## src/rtl/rr_priority_encoder.sv

```systemverilog
// N-way request picker with registered grant behind a valid/ready handshake; fixed or round-robin.
// Define RR_PRIORITY_ENCODER_MASK_EN to add the req_mask port (effective request = req & ~req_mask).
module rr_priority_encoder #(
    parameter int unsigned N           = 16,
    parameter int unsigned IDX_W       = $clog2(N),
    parameter int unsigned ROUND_ROBIN = 1
) (
    input  logic             clk,
    input  logic             rst,
    input  logic [N-1:0]     req,
`ifdef RR_PRIORITY_ENCODER_MASK_EN
    input  logic [N-1:0]     req_mask,
`endif
    output logic             grant_valid,
    input  logic             grant_ready,
    output logic [IDX_W-1:0] grant_idx,
    output logic [N-1:0]     grant_onehot,
    output logic             any_req
);

    typedef enum logic [0:0] {StIdle, StHold} state_e;

    state_e           state_q;
    logic [IDX_W-1:0] ptr_q;

    logic [N-1:0]     eff_req;
    logic             accept;
    logic [IDX_W-1:0] next_ptr;
    logic [IDX_W-1:0] base;
    logic [2*N-1:0]   rot;
    logic [IDX_W-1:0] off;
    logic             wrap;
    logic [IDX_W-1:0] win_idx;
    logic [N-1:0]     win_onehot;

`ifdef RR_PRIORITY_ENCODER_MASK_EN
    assign eff_req = req & ~req_mask;
`else
    assign eff_req = req;
`endif

    assign any_req     = |eff_req;
    assign grant_valid = (state_q == StHold);
    assign accept      = grant_valid & grant_ready;
    assign next_ptr    = (grant_idx == IDX_W'(N - 1)) ? '0 : grant_idx + IDX_W'(1);

    // On accept the scan already starts after the outgoing winner, so it drops to lowest priority.
    assign base = (ROUND_ROBIN != 0) ? (accept ? next_ptr : ptr_q) : '0;

    always_comb begin
        rot = {eff_req, eff_req} >> base;
        off = '0;
        for (int i = N - 1; i >= 0; i--) begin
            if (rot[i]) begin
                off = IDX_W'(i);
            end
        end
        // base + off stays below 2N; fold it back into 0..N-1 without a wider sum.
        wrap       = ({1'b0, off} >= ((IDX_W + 1)'(N) - {1'b0, base}));
        win_idx    = wrap ? (base + off - IDX_W'(N)) : (base + off);
        win_onehot = N'(1) << win_idx;
    end

    always_ff @(posedge clk) begin
        if (rst) begin
            state_q      <= StIdle;
            ptr_q        <= '0;
            grant_idx    <= '0;
            grant_onehot <= '0;
        end else begin
            case (state_q)
                StIdle: begin
                    if (any_req) begin
                        state_q      <= StHold;
                        grant_idx    <= win_idx;
                        grant_onehot <= win_onehot;
                    end
                end
                StHold: begin
                    if (grant_ready) begin
                        ptr_q <= next_ptr;
                        if (any_req) begin
                            grant_idx    <= win_idx;
                            grant_onehot <= win_onehot;
                        end else begin
                            state_q      <= StIdle;
                            grant_onehot <= '0;
                        end
                    end
                end
                default: begin
                    state_q      <= StIdle;
                    grant_onehot <= '0;
                end
            endcase
        end
    end

endmodule

```

## config.mk

```make
export PLATFORM = sky130hd
export DESIGN_NAME = rr_priority_encoder
export DESIGN_NICKNAME = d
export VERILOG_FILES = /design/src/rtl/rr_priority_encoder.sv
export SDC_FILE = /design/constraint.sdc
export NUM_CORES = 1
export LEC_CHECK = 0
export CAP_MARGIN = 20
export CELL_PAD_IN_SITES_DETAIL_PLACEMENT = 0
export CELL_PAD_IN_SITES_GLOBAL_PLACEMENT = 2
export CORE_MARGIN = 2
export CORE_UTILIZATION = 30
export CTS_BUF_LIST = sky130_fd_sc_hd__clkbuf_16
export CTS_CLUSTER_SIZE = 10
export DETAILED_ROUTE_END_ITERATION = 8
export PLACE_DENSITY = 0.79
export SLEW_MARGIN = 20
export SYNTH_ARGS = -nofsm -noshare
export SYNTH_HDL_FRONTEND = slang
export SYNTH_SLANG_ARGS = --single-unit
```

## constraint.sdc

```tcl
create_clock -name clk -period 5 [get_ports clk]
set_input_delay 0.75 -clock clk [delete_from_list [all_inputs] [get_ports clk]]
set_output_delay 0.75 -clock clk [all_outputs]
set_load 0.05 [all_outputs]
```

# Word level (Yosys, flattened, before mapping)
# Cells that the tools add are included.
[classes]
bitwise_logic = 2
muxes = 28
shift = 2
eq_ne = 3
add_sub_neg = 2
n_reduce_logical = 3
[op_table]
columns = ["op", "count"]
rows = [
  ["$mux 4", 20],
  ["$mux 16", 3],
  ["$pmux 16 s2", 1],
  ["$shr 32x4->16", 1],
  ["$reduce_or 16->1", 1],
  ["$shl 1x4->16 const A", 1],
  ["$pmux 4 s2", 1],
  ["$add 4x1->4 const B", 1],
  ["$add 4x4->4", 1],
  ["$eq 4x4->1 const B", 1],
  ["$ne 2x2->1 const B", 2],
  ["$reduce_and 2->1", 2],
  ["$mux 1", 2],
  ["$pmux 1 s2", 1],
  ["$and 1x1->1", 1],
  ["$not 1->1", 1],
]
[word_totals]
reg_bits = 25
inputBits = 19
out_inout_bits = 22

# Depth between registers and ports, before layout
# Gate-level depths: netlist (run 1).
[logic_depth]
word_depth = 25
mapped_depth = 22
mapped_depth_nobuf = 20

# Worst setup path before layout (run 1)
# OpenSTA, ideal clock, no wires.
[synth_timing]
path_type = "reg-to-reg"
start = "register grant_idx[0]"
end = "register grant_onehot[0]"
t_arrival_ps = 3967
n_path_buf = 1
stages_incl_launch_ff = 19
setup_slack_ps = 898
required_time_ps = 4865
path_cell_list = "dfxtp_1 ha_1 nand3_1 nand2_4 buf_6 inv_1 mux2i_1 mux2_2 o211ai_1 o21a_1 o22a_1 nor3_1 nor2_1 a21o_1 ha_1 a21o_1 a21oi_1 xor2_1 o21ai_0"
[synth_via]
elab_chain_len = 25
word_cells_on_any_way = 27
[synth_lines]
columns = ["element", "line", "source"]
rows = [
  ["from (decl)", "16", "output logic [IDX_W-1:0] grant_idx,"],
  ["from (signal assigned)", "75", "grant_idx <= win_idx;"],
  ["from (signal assigned)", "83", "grant_idx <= win_idx;"],
  ["$add 4x1->4 / $eq 4x4->1 (equally long branches)", "45", "assign next_ptr = (grant_idx == IDX_W'(N - 1)) ? '0 : grant_idx + IDX_W'(1);"],
  ["$mux 4 *", "45", ""],
  ["via next_ptr[1]", "28", "logic [IDX_W-1:0] next_ptr;"],
  ["$mux 4 *", "48", "assign base = (ROUND_ROBIN != 0) ? (accept ? next_ptr : ptr_q) : '0;"],
  ["$shr 32x4->16", "51", "rot = {eff_req, eff_req} >> base;"],
  ["$mux 4 (16 in a row)", "54", "if (rot[i]) begin"],
  ["$add 4x4->4 *", "60", "win_idx = wrap ? (base + off - IDX_W'(N)) : (base + off);"],
  ["$shl 1x4->16 *", "61", "win_onehot = N'(1) << win_idx;"],
  ["$mux 16", "82", "if (any_req) begin"],
  ["$mux 16", "80", "if (grant_ready) begin"],
  ["$pmux 16 s2 *", "71", "case (state_q)"],
  ["to (signal assigned)", "76", "grant_onehot <= win_onehot;"],
  ["to (signal assigned)", "84", "grant_onehot <= win_onehot;"],
  ["to (decl)", "17", "output logic [N-1:0] grant_onehot,"],
]
# The timed path passes the listed nets; every way through them passes the cells marked *. The select of a mux whose other input is x is not followed.
# A chain may end at the register's enable or synchronous reset.

# Worst setup path in the final report (run 1)
[layout_timing]
start = "input port grant_ready"
end = "register grant_onehot[15]"
[layout_via]
elab_chain_len = 24
word_cells_on_any_way = 27
[layout_lines]
columns = ["element", "line", "source"]
rows = [
  ["from (decl)", "15", "input logic grant_ready,"],
  ["$and 1x1->1", "44", "assign accept = grant_valid & grant_ready;"],
  ["$mux 4", "48", ""],
  ["$shr 32x4->16", "51", ""],
  ["$mux 4 (16 in a row)", "54", ""],
  ["$add 4x4->4", "60", ""],
  ["$shl 1x4->16", "61", ""],
  ["$mux 16", "82", ""],
  ["$mux 16", "80", ""],
  ["$pmux 16 s2", "71", ""],
]
# Parallel ways exist; a longest one is shown, timed or not. The select of a mux whose other input is x is not followed.

==> results of run 1 <==
final cells by class:
class	count	area (um2)	area share, %
timing repair buffer	58	536	18.7
clock buffer	3	75.1	2.62
tap	99	124	4.33
inverter	8	30.0	1.05
multi-input combinational	243	1590	55.5
sequential	25	500	17.5
clock inverter	1	7.51	0.262
power by group through the flow:
stage	registers (uW)	logic, uW	clock network (uW)
after floorplan	378	506	0
after global placement	269	871	0
after detailed placement	270	862	0
after CTS	265	866	186
after global routing	270	967	197
final	265	888	182
cell usage after synthesis, types with 2 or more instances:
library cell and number:
o21ai_0 32, dfxtp_1 25, nand2_1 33, buf_2 2, ha_1 4, nor4_1 8
nor2_1 16, and2_1 3, mux2_2 11, a21oi_1 19, inv_1 7, a211oi_1 5
nand3_1 25, and3_1 3, nand4_1 2, xnor2_1 3, a211o_1 3, mux2i_1 18
a21boi_0 2, o211ai_1 9, o21a_1 4, buf_1 2, a22o_1 4, nor3_1 8
a21o_1 7, clkbuf_1 8, o31ai_1 2, buf_4 2
layout by cell type (no fill, tap or decap), types with 2 or more instances in the layout:
cell type	Yosys	routed
a22o_1	4	4
o21ai_1	1	3
and3_1	3	3
a21o_1	7	7
o21ai_0	32	30
a211o_1	3	3
a21oi_1	19	19
a21boi_0	2	2
dfxtp_1	25	25
mux2i_1	18	17
a211oi_1	5	5
and2_1	3	3
mux2_2	11	11
o21a_1	4	4
nand2_1	33	33
xnor2_1	3	3
nand3_1	25	25
o211ai_1	9	9
nand4_1	2	2
buf_4	2	18
clkbuf_16	0	3
nor3_1	8	8
nor2_1	16	16
inv_1	7	7
clkdlybuf4s50_1	0	40
nor4_1	8	8
ha_1	4	4
stage by stage:
stage | std cells | cell area, um2
3_5_place_dp | 430 | 2740
6_report | 437 | 2860
4_1_cts | 434 | 2820
3_3_place_gp | 430 | 2740
5_1_grt | 437 | 2860
2_1_floorplan | 291 | 2180
routing by layer:
metal	global-route usage, %	routed length, um	up-vias
li1	-	-	1186
met1	24.7	3360	1073
met2	28.3	3060	51
met3	1.75	239	4
met4	2.85	49	0
met5	0	0	-
what timing repair did:
action                     4_1_cts  5_1_grt
buffers inserted                 0        3
resized for setup                0        5
hold buffers                     0        0
setup endpoints to repair        0       16
worst reg2reg max path, cell delays in order, from the launching register on:
cell	delay [ps]
dfxtp_1	420
ha_1	240
xnor2_1	140
a31o_2	200
buf_4	220
mux2_2	390
o21ai_0	310
o21ai_0	230
a211oi_1	240
a21oi_1	80
a21oi_1	170
o21ai_1	110
ha_1	210
inv_1	70
fa_1	480
nor3_1	290
nand2_1	120
o21ai_0	140
kinds of logic after synthesis:
family,count (synthesis),synth area share (%)
XOR/XNOR,4,1.61
multiplexers,29,14.0
adder cells (fa/ha/maj),5,3.22
flip-flops,25,23.0
AO/OA/AOI/OAI,100,30.4
buffers and inverters,23,4.77
AND/OR/NAND/NOR,105,23.1
registers in the layout, indices dropped and copies added (netlist names):
register / count
grant_idx: 4
grant_valid: 1
ptr_q: 4
grant_onehot: 16
path summary, 6_finish.rpt:
path | startpoint | end | slack, ps | cells past startpoint
worst max-delay path | grant_ready | grant_onehot[15] | 410 | 17
worst min-delay path | grant_onehot[7] | grant_onehot[7] | 450 | 2
worst max register to register | grant_idx[0] | grant_onehot[14] | 870 | 17
worst min register to register | grant_onehot[7] | grant_onehot[7] | 450 | 2
==> results.py, run 1 <==
metrics = {
    "placed_design": {
        "hpwl_um": 5390,
        "place_congestion": 0.864,
        "io_buffers": 40,
        "pre_cts_slack_ps": 34.3,
    },
    "sta": {
        "finalCritPeriodShare_pct": 91.8,
        "worst_slack_ps": 412,
        "finalSetupViolations": 0,
        "min_period_ps": 4590,
        "setup_tns_ps": 0,
        "maxSlewHeadroom_pct": 34.5,
        "hold_viol": 0,
        "whs_ps": 454,
        "maxSlewViolCount": 0,
        "tightest_slew_ps": 979,
        "skew_ps": 9.54,
        "timing.fmax_mhz": 218,
    },
    "clocking": {
        "clock-sinks": 25,
        "clkSlewWorstSetupHoldPaths_ps": 60,
        "numCtsBuffers": 3,
        "ctsHtreeMaxLevel": 1,
        "clk_latency_ps": 260,
        "root_buffer": "clkbuf_16",
        "cts_tree": "built",
        "clk_path_buf_depth": 2,
    },
    "finish": {
        "drive_gt1_share_pct": 12.1,
        "antennaDiodeCount": 0,
        "area_growth_pct": 31.4,
        "nets": 363,
        "final_util_pct": 40.1,
        "fillCellCount": 794,
    },
    "critical_path": {
        "cp_slowest_stage_delay_ps": 610,
        "critical_path.top_delay_family": "compound AO/OA/AOI/OAI gates",
        "worstPathCellList": "clkdlybuf4s50_1, nand3_1, nand2_4, buf_4, mux2i_1, mux2_2, a21boi_0, a21oi_1, o22a_1, nor3_1, nor2_1, a21o_1, ha_1, a21o_1, a21oi_1, xnor2_1, o21ai_0",
        "cp.required_ps": 5120,
        "crit_buf_inv": 2,
        "crit_arrival_ps": 4700,
        "crit_path_start_kind": "input port",
        "cp_max_fo": 12,
        "endpoint_kind": "flip-flop",
        "critPathKind": "in2reg",
        "critical-path-slowest-cell": "clkdlybuf4s50_1",
    },
    "power": {
        "power_uw": 1340,
        "peakVddDrop_mv": 0.144,
        "power_switching_uw": 645,
        "leakagePower_uw": 0.00109,
        "seq_power_share_pct": 19.9,
        "internal_power_uw": 691,
        "netSwitchingFraction_pct": 48.3,
        "power_density_mw_per_mm2": 467,
        "power_frac_clock_pct": 13.6,
        "p_comb_share_pct": 66.5,
    },
    "detailed_routing": {
        "wl_um": 6710,
        "ant_nets": 0,
        "vias": 2314,
        "wl_per_cell_um": 15.4,
        "drt_first_pass_iters": 4,
        "drtIter0Drc": 124,
        "remaining_drc_errors": 0,
        "via_per_inst": 5.30,
    },
    "floorplanning": {
        "die_x_um": 89.2,
        "num_rows": 31,
        "num_io_pins": 41,
        "coreArea_mm2": 0.00714,
        "initial_core_util_pct": 30.5,
        "dieArea_mm2": 0.00796,
        "die_height_um": 89.2,
    },
    "logic_synthesis": {
        "synth_top_cell_by_area": "dfxtp_1",
        "postSynthAreaPerCell_um2": 7.49,
        "yosysWarnings": 0,
        "ys_types": 52,
        "syn_area_mm2": 0.00218,
        "syn_nets": 315,
        "synth_area_leaders": "dfxtp_1 (23%), mux2i_1 (8.3%), o21ai_0 (7.4%), nand3_1 (5.7%), nand2_1 (5.7%)",
        "synth_seq_area_share_pct": 23.0,
        "synth_seq_cells": 25,
        "async_flop_share_pct": 0,
        "synth_edf_count": 0,
        "synthFlopType": "dfxtp_1",
        "synth_top_cell_area_share_pct": 23.0,
        "synth_cells": 291,
    },
    "grt": {
        "grt_pass1_wl_um": 10800,
        "track_usage_pct": 17.2,
        "grt_remaining_overflow": 0,
        "grt_pass1_vias": 2191,
        "grt_max_degree": 17,
        "antenna_found_initial": 0,
    },
    "outcome": {
        "status": "finished clean",
    },
    "worst_hold_path": {
        "hp-class": "reg2reg",
    },
    "run": {
        "drv_cap": 0,
    },
}
No activity file was read; power rests on OpenSTA's default activity.
==> inputs of run 2 (changes only) <==
==> constraint.sdc (replaced) <==
create_clock -name clk -period 4.8 [get_ports clk]
set_input_delay 0.72 -clock clk [delete_from_list [all_inputs] [get_ports clk]]
set_output_delay 0.72 -clock clk [all_outputs]
set_load 0.05 [all_outputs]
==> run 2 against run 1 <==
Flip-flop and latch count unchanged. Clock skew decreased by 5.6 ps. Clock-buffer cell count unchanged. Non-clock buffer count increased by 5. Critical path type unchanged. Core utilization increased by 0.93 points. Sequential share of layout area decreased by 0.40 points. Cell area increased by 2.3%. Combinational power increased by 8.3%. Worst setup slack improved by 210 ps. Sequential power increased by 3%. Critical endpoint is now grant_onehot[1]. Highest routed layer unchanged. Global-route usage decreased by 0.32 points. Critical path depth increased by 1.
==> results.py, run 2 (same netlist as run 1, synthesis figures left out) <==
metrics = {
    "outcome": {
        "status": "finished clean",
    },
    "detailed_routing": {
        "drt_first_pass_iters": 4,
        "remaining_drc_errors": 0,
        "ant_nets": 0,
        "wl_um": 6760,
        "vias": 2370,
        "wl_per_cell_um": 15.3,
        "drtIter0Drc": 185,
        "via_per_inst": 5.35,
    },
    "critical_path": {
        "critPathKind": "in2reg",
        "endpoint_kind": "flip-flop",
        "crit_arrival_ps": 4380,
        "regToRegSetupSlack_ps": 660,
        "worstPathCellList": "dlymetal6s2s_1, a21oi_1, a31o_2, inv_2, buf_4, mux2i_2, a21o_1, a21oi_1, a21o_1, a41oi_1, a21oi_1, o21ai_1, ha_1, inv_1, fa_1, nand3_1, nor3_1, a22o_1",
        "cp_slowest_stage_delay_ps": 600,
        "crit_buf_inv": 4,
        "cp.required_ps": 5000,
        "path_depth": 18,
        "cp_max_fo": 10,
        "critical_path.top_delay_family": "compound AO/OA/AOI/OAI gates",
        "critical-path-slowest-cell": "fa_1",
        "r2r_cells": 18,
        "crit_path_start_kind": "input port",
        "critPathMostFrequentCell": "a21oi_1",
    },
    "grt": {
        "grt_pass1_wl_um": 10600,
        "antenna_found_initial": 0,
        "grt_pass1_vias": 2201,
        "grt_remaining_overflow": 0,
        "grt_max_degree": 17,
        "track_usage_pct": 16.9,
    },
    "sta": {
        "finalCritPeriodShare_pct": 87.0,
        "tightest_slew_ps": 986,
        "worst_slack_ps": 626,
        "whs_ps": 452,
        "timing.fmax_mhz": 240,
        "hold_viol": 0,
        "finalSetupViolations": 0,
        "min_period_ps": 4170,
        "rsz0062_at_grt": "no",
        "maxSlewViolCount": 0,
        "skew_ps": 3.96,
        "maxSlewHeadroom_pct": 34.0,
    },
    "placed_design": {
        "hpwl_um": 5420,
        "pre_cts_slack_ps": -145,
        "placed_area_mm2": 0.00279,
        "io_buffers": 40,
        "place_congestion": 0.891,
        "place_inst": 437,
    },
    "finish": {
        "antennaDiodeCount": 0,
        "stdcell_count": 443,
        "largest_reg_flops": 16,
        "fin_area_mm2": 0.00293,
        "largestRegisters": "grant_onehot (16), grant_idx (4), ptr_q (4)",
        "area_growth_pct": 34.4,
        "layout_commonest_cell": "clkdlybuf4s50_1",
        "nets": 369,
        "drive_gt1_share_pct": 15.1,
        "most-common-layout-cells": "clkdlybuf4s50_1 (39), nand2_1 (33), o21ai_0 (30)",
        "largest_register": "grant_onehot",
    },
    "power": {
        "power_uw": 1420,
        "power_density_mw_per_mm2": 486,
        "peakVddDrop_mv": 0.158,
        "leakagePower_uw": 0.00114,
    },
    "run": {
        "drv_cap": 0,
    },
    "worst_hold_path": {
        "hp-class": "reg2reg",
        "holdPathStages": 2,
    },
    "clocking": {
        "clkSlewWorstSetupHoldPaths_ps": 70,
        "clock-sinks": 25,
        "root_buffer": "clkbuf_16",
        "clk_latency_ps": 260,
        "numCtsBuffers": 3,
        "ctsHtreeMaxLevel": 1,
        "cts_hold_buf": 0,
        "clk_path_buf_depth": 2,
        "cts_tree": "built",
    },
    "floorplanning": {
        "coreArea_mm2": 0.00714,
        "dieArea_mm2": 0.00796,
        "num_rows": 31,
        "die_x_um": 89.2,
        "num_io_pins": 41,
        "die_height_um": 89.2,
        "initial_core_util_pct": 30.5,
    },
}
[run 2: stage by stage]
step / util (%) / TNS [ps]
after floorplan: - / 0
after global placement: 39.1 / -1830
after detailed placement: 39.1 / -1680
after CTS: 40.3 / 0
after global routing: 41.0 / 0
final: 41.0 / 0
[run 2: report_power, final]
part | switching [uW] | total, uW | internal (uW)
Sequential | 28.4 | 274 | 246
Combinational | 581 | 962 | 381
Clock | 74.3 | 187 | 113
Total | 684 | 1420 | 740
[run 2: worst register-to-register path, delay by kind of cell, from the launching register on]
kind            cells  cell delay, ps
flops               1             350
mux                 1             280
compound gates      8            1390
fa+ha+maj           3            1070
xor+xnor            1             140
buf+inv             3             440
simple gates        2             440
[run 2: final timing paths]
kind | startpoint | endpoint
hold / removal | grant_onehot[7] | grant_onehot[7]
hold reg to reg | grant_onehot[7] | grant_onehot[7]
setup reg to reg | grant_idx[0] | grant_onehot[1]
setup / recovery | grant_ready | grant_onehot[1]
[run 2: final cells by class]
| cell class | count | area (um2) |
|---|---|---|
| Sequential cell | 25 | 500 |
| Clock buffer | 3 | 75.1 |
| Inverter | 8 | 30.0 |
| Fill cell | 748 | 4210 |
| Tap cell | 99 | 124 |
| Clock inverter | 1 | 7.51 |
| Multi-Input combinational cell | 244 | 1620 |
| Timing Repair Buffer | 63 | 576 |
[run 2: per-layer routing]
layer | up-vias | GRT usage [%] | wire [um]
met2 | 47 | 27.5 | 3140
li1 | 1201 | - | -
met4 | 0 | 4.21 | 45
met1 | 1120 | 22.9 | 3320
met3 | 2 | 3.42 | 253
met5 | - | 0 | 0
[run 2: repair_timing]
action	CTS	global route
gates resized for setup	0	12
setup endpoints to repair	0	17
buffers inserted	0	1
==> RTL change: new RTL, config.mk and constraints of run 1 <==
The option `RR_PRIORITY_ENCODER_MASK_EN` is turned on by a define.
--- a/src/rtl/rr_priority_encoder.sv
+++ b/src/rtl/rr_priority_encoder.sv
@@ -1,5 +1,7 @@
 // N-way request picker with registered grant behind a valid/ready handshake; fixed or round-robin.
 // Define RR_PRIORITY_ENCODER_MASK_EN to add the req_mask port (effective request = req & ~req_mask).
+`define RR_PRIORITY_ENCODER_MASK_EN
+
 module rr_priority_encoder #(
     parameter int unsigned N           = 16,
     parameter int unsigned IDX_W       = $clog2(N),
Interface: changed (added req_mask); port bits go from 41 to 57. No check against the original RTL was run, so the function may have changed too.
==> RTL change against run 1 <==
- cell count up 46%
- final area grew 48%
- clock skew is 0.0070 ns lower
- core utilization rose by 3.1 points
- hold slack got worse by 0.0011 ns
- fmax is 0.68% lower
- wire length grew 42%
- critical path depth is 2 higher
- sequential cell count unchanged
- worst setup slack worse by 0.031 ns
- synthesized cell count up 38%
- area after synthesis rose by 40%
- power up 53%
==> RTL change: results (changes against run 1) <==
Skew final: 0.002534 ns (-0.007002 ns)
Largest net degree at the start of global routing: 20 (+3)
Initial DRC count: 175 (+41%)
Final HPWL DP: 7773 um (+44%)
Critical Path Max Stage Delay: 0.38 ns (-0.23 ns)
Hold Path Sink: grant_onehot[15]
Root Driver: clkbuf_16
Vias per cell: 5.333 (+0.72%)
Layout cells sized above 1: 22.07% (+9.9 points)
WL final: 9503 um (+42%)
Syn. warnings: 0 (unchanged)
Reg2reg setup slack: 0.44 ns (-0.43 ns)
Part of the Yosys area used for sequential elements: 16.45% (-6.5 points)
Syn_nets: 441 (+40%)
DP Area: 0.004134 mm^2 (+51%)
Net Sw Frac: 50.05% (+1.8 points)
Vias in the first global route: 3,301 (+51%)
Final nets: 544 (+50%)
Leakage Power: 1.713 nW (+57%)
GRT Overall Usage: 17.42% (+0.23 points)
Synth unique cells: 66 (+27%)
Worst r2r dst: grant_onehot[5]
Worst vdd ir: 0.2060 mV (+43%)
Slew headroom: 46.05% (+12 points)
Outcome: complete, no violations
GP Congestion: 0.8355 (-3.3%)
Slowest-stage cell, CP: a221o_1
Input/output buffers: 56 (+40%)
Hold Slack: 0.4527 ns (-0.001063 ns)
R2r worst-path depth: 19 (+2)
Area contributors post-synth: dfxtp_1 16%, mux2i_1 9.9%, nand2_1 4.4%
CP max FO: 7 (-5)
Hold path start: grant_onehot[15]
==> RTL change: area by class of cell <==
cell class / instances / share of cell area [%]
clock buffers: 3 / 1.771
multi-input cells: 336 / 55.05
well taps: 133 / 3.926
inverters: 10 / 1.004
flip-flops and latches: 25 / 11.81
clock inverters: 1 / 0.1181
repair buffers: 128 / 26.33
==> RTL change: power by group through the flow <==
stage / combinational (mW) / sequential, mW / clock [mW]
3_5_place_dp: 1.56 / 0.286 / 0
4_1_cts: 1.57 / 0.282 / 0.185
5_1_grt: 1.72 / 0.290 / 0.195
2_1_floorplan: 0.875 / 0.434 / 0
6_report: 1.57 / 0.282 / 0.182
3_3_place_gp: 1.55 / 0.285 / 0
==> RTL change: worst max-delay path by stage <==
stage	start	end	slack, ns
3_5_place_dp	grant_ready	grant_onehot[12]	-0.33
6_report	grant_ready	grant_onehot[5]	0.38
5_1_grt	grant_idx[0]	grant_onehot[12]	0.03
4_1_cts	grant_ready	grant_onehot[2]	0.02
2_1_floorplan	grant_idx[0]	grant_onehot[12]	0.47
3_3_place_gp	grant_ready	grant_onehot[12]	-0.31
==> RTL change: cells by family after synthesis <==
kind of cell / share of synthesized area [%]
adders and majority gates: 2.304
AOI/OAI and AO/OA: 29.74
and+or+nand+nor: 28.88
DFF: 16.45
muxes: 13.70
xor gates and xnor gates: 1.152
buffers and inverters: 7.775
==> RTL change: what timing repair did <==
action                                  CTS  global route
hold buffers                              0             0
gates resized for setup                   4             2
hold endpoints to repair                  0             0
pin swaps                                 1             0
endpoints found under the setup margin   12            17
==> RTL change: stage by stage <==
stage / worst slack (ns) / power (mW) / util, % / std cells / TNS (ns)
final: 0.3804 / 2.037 / 43.17 / 636 / 0
after global routing: 0.02807 / 2.202 / 43.17 / 636 / 0
after detailed placement: -0.3342 / 1.849 / 42.10 / 632 / -5.018
after CTS: 0.01559 / 2.043 / 43.12 / 636 / 0
after floorplan: 0.4708 / 1.309 / - / 401 / 0
after global placement: -0.3137 / 1.839 / 42.10 / 632 / -4.835
==> RTL change: per-layer routing <==
layer	routed length [um]	up-vias	global-route usage, %
met2	4514	85	29.32
met5	0	-	0
met1	4535	1588	24.39
met4	69	0	3.905
met3	384	6	1.185
li1	-	1713	-
==> RTL change: worst register-to-register path: stages, from the launching register on <==
cell      delay (ns)
dfxtp_1         0.37
ha_1            0.38
nand3_4         0.15
buf_4           0.19
nand3_1         0.12
o21ai_0         0.22
o2111a_1        0.30
nor4_2          0.33
nor2b_2         0.25
o21ai_0         0.10
a221o_1         0.38
a31o_2          0.24
ha_1            0.27
a21o_1          0.18
a21oi_1         0.24
xnor2_1         0.27
nand3_1         0.15
nor2_1          0.18
nand4_1         0.12
nand3_1         0.10
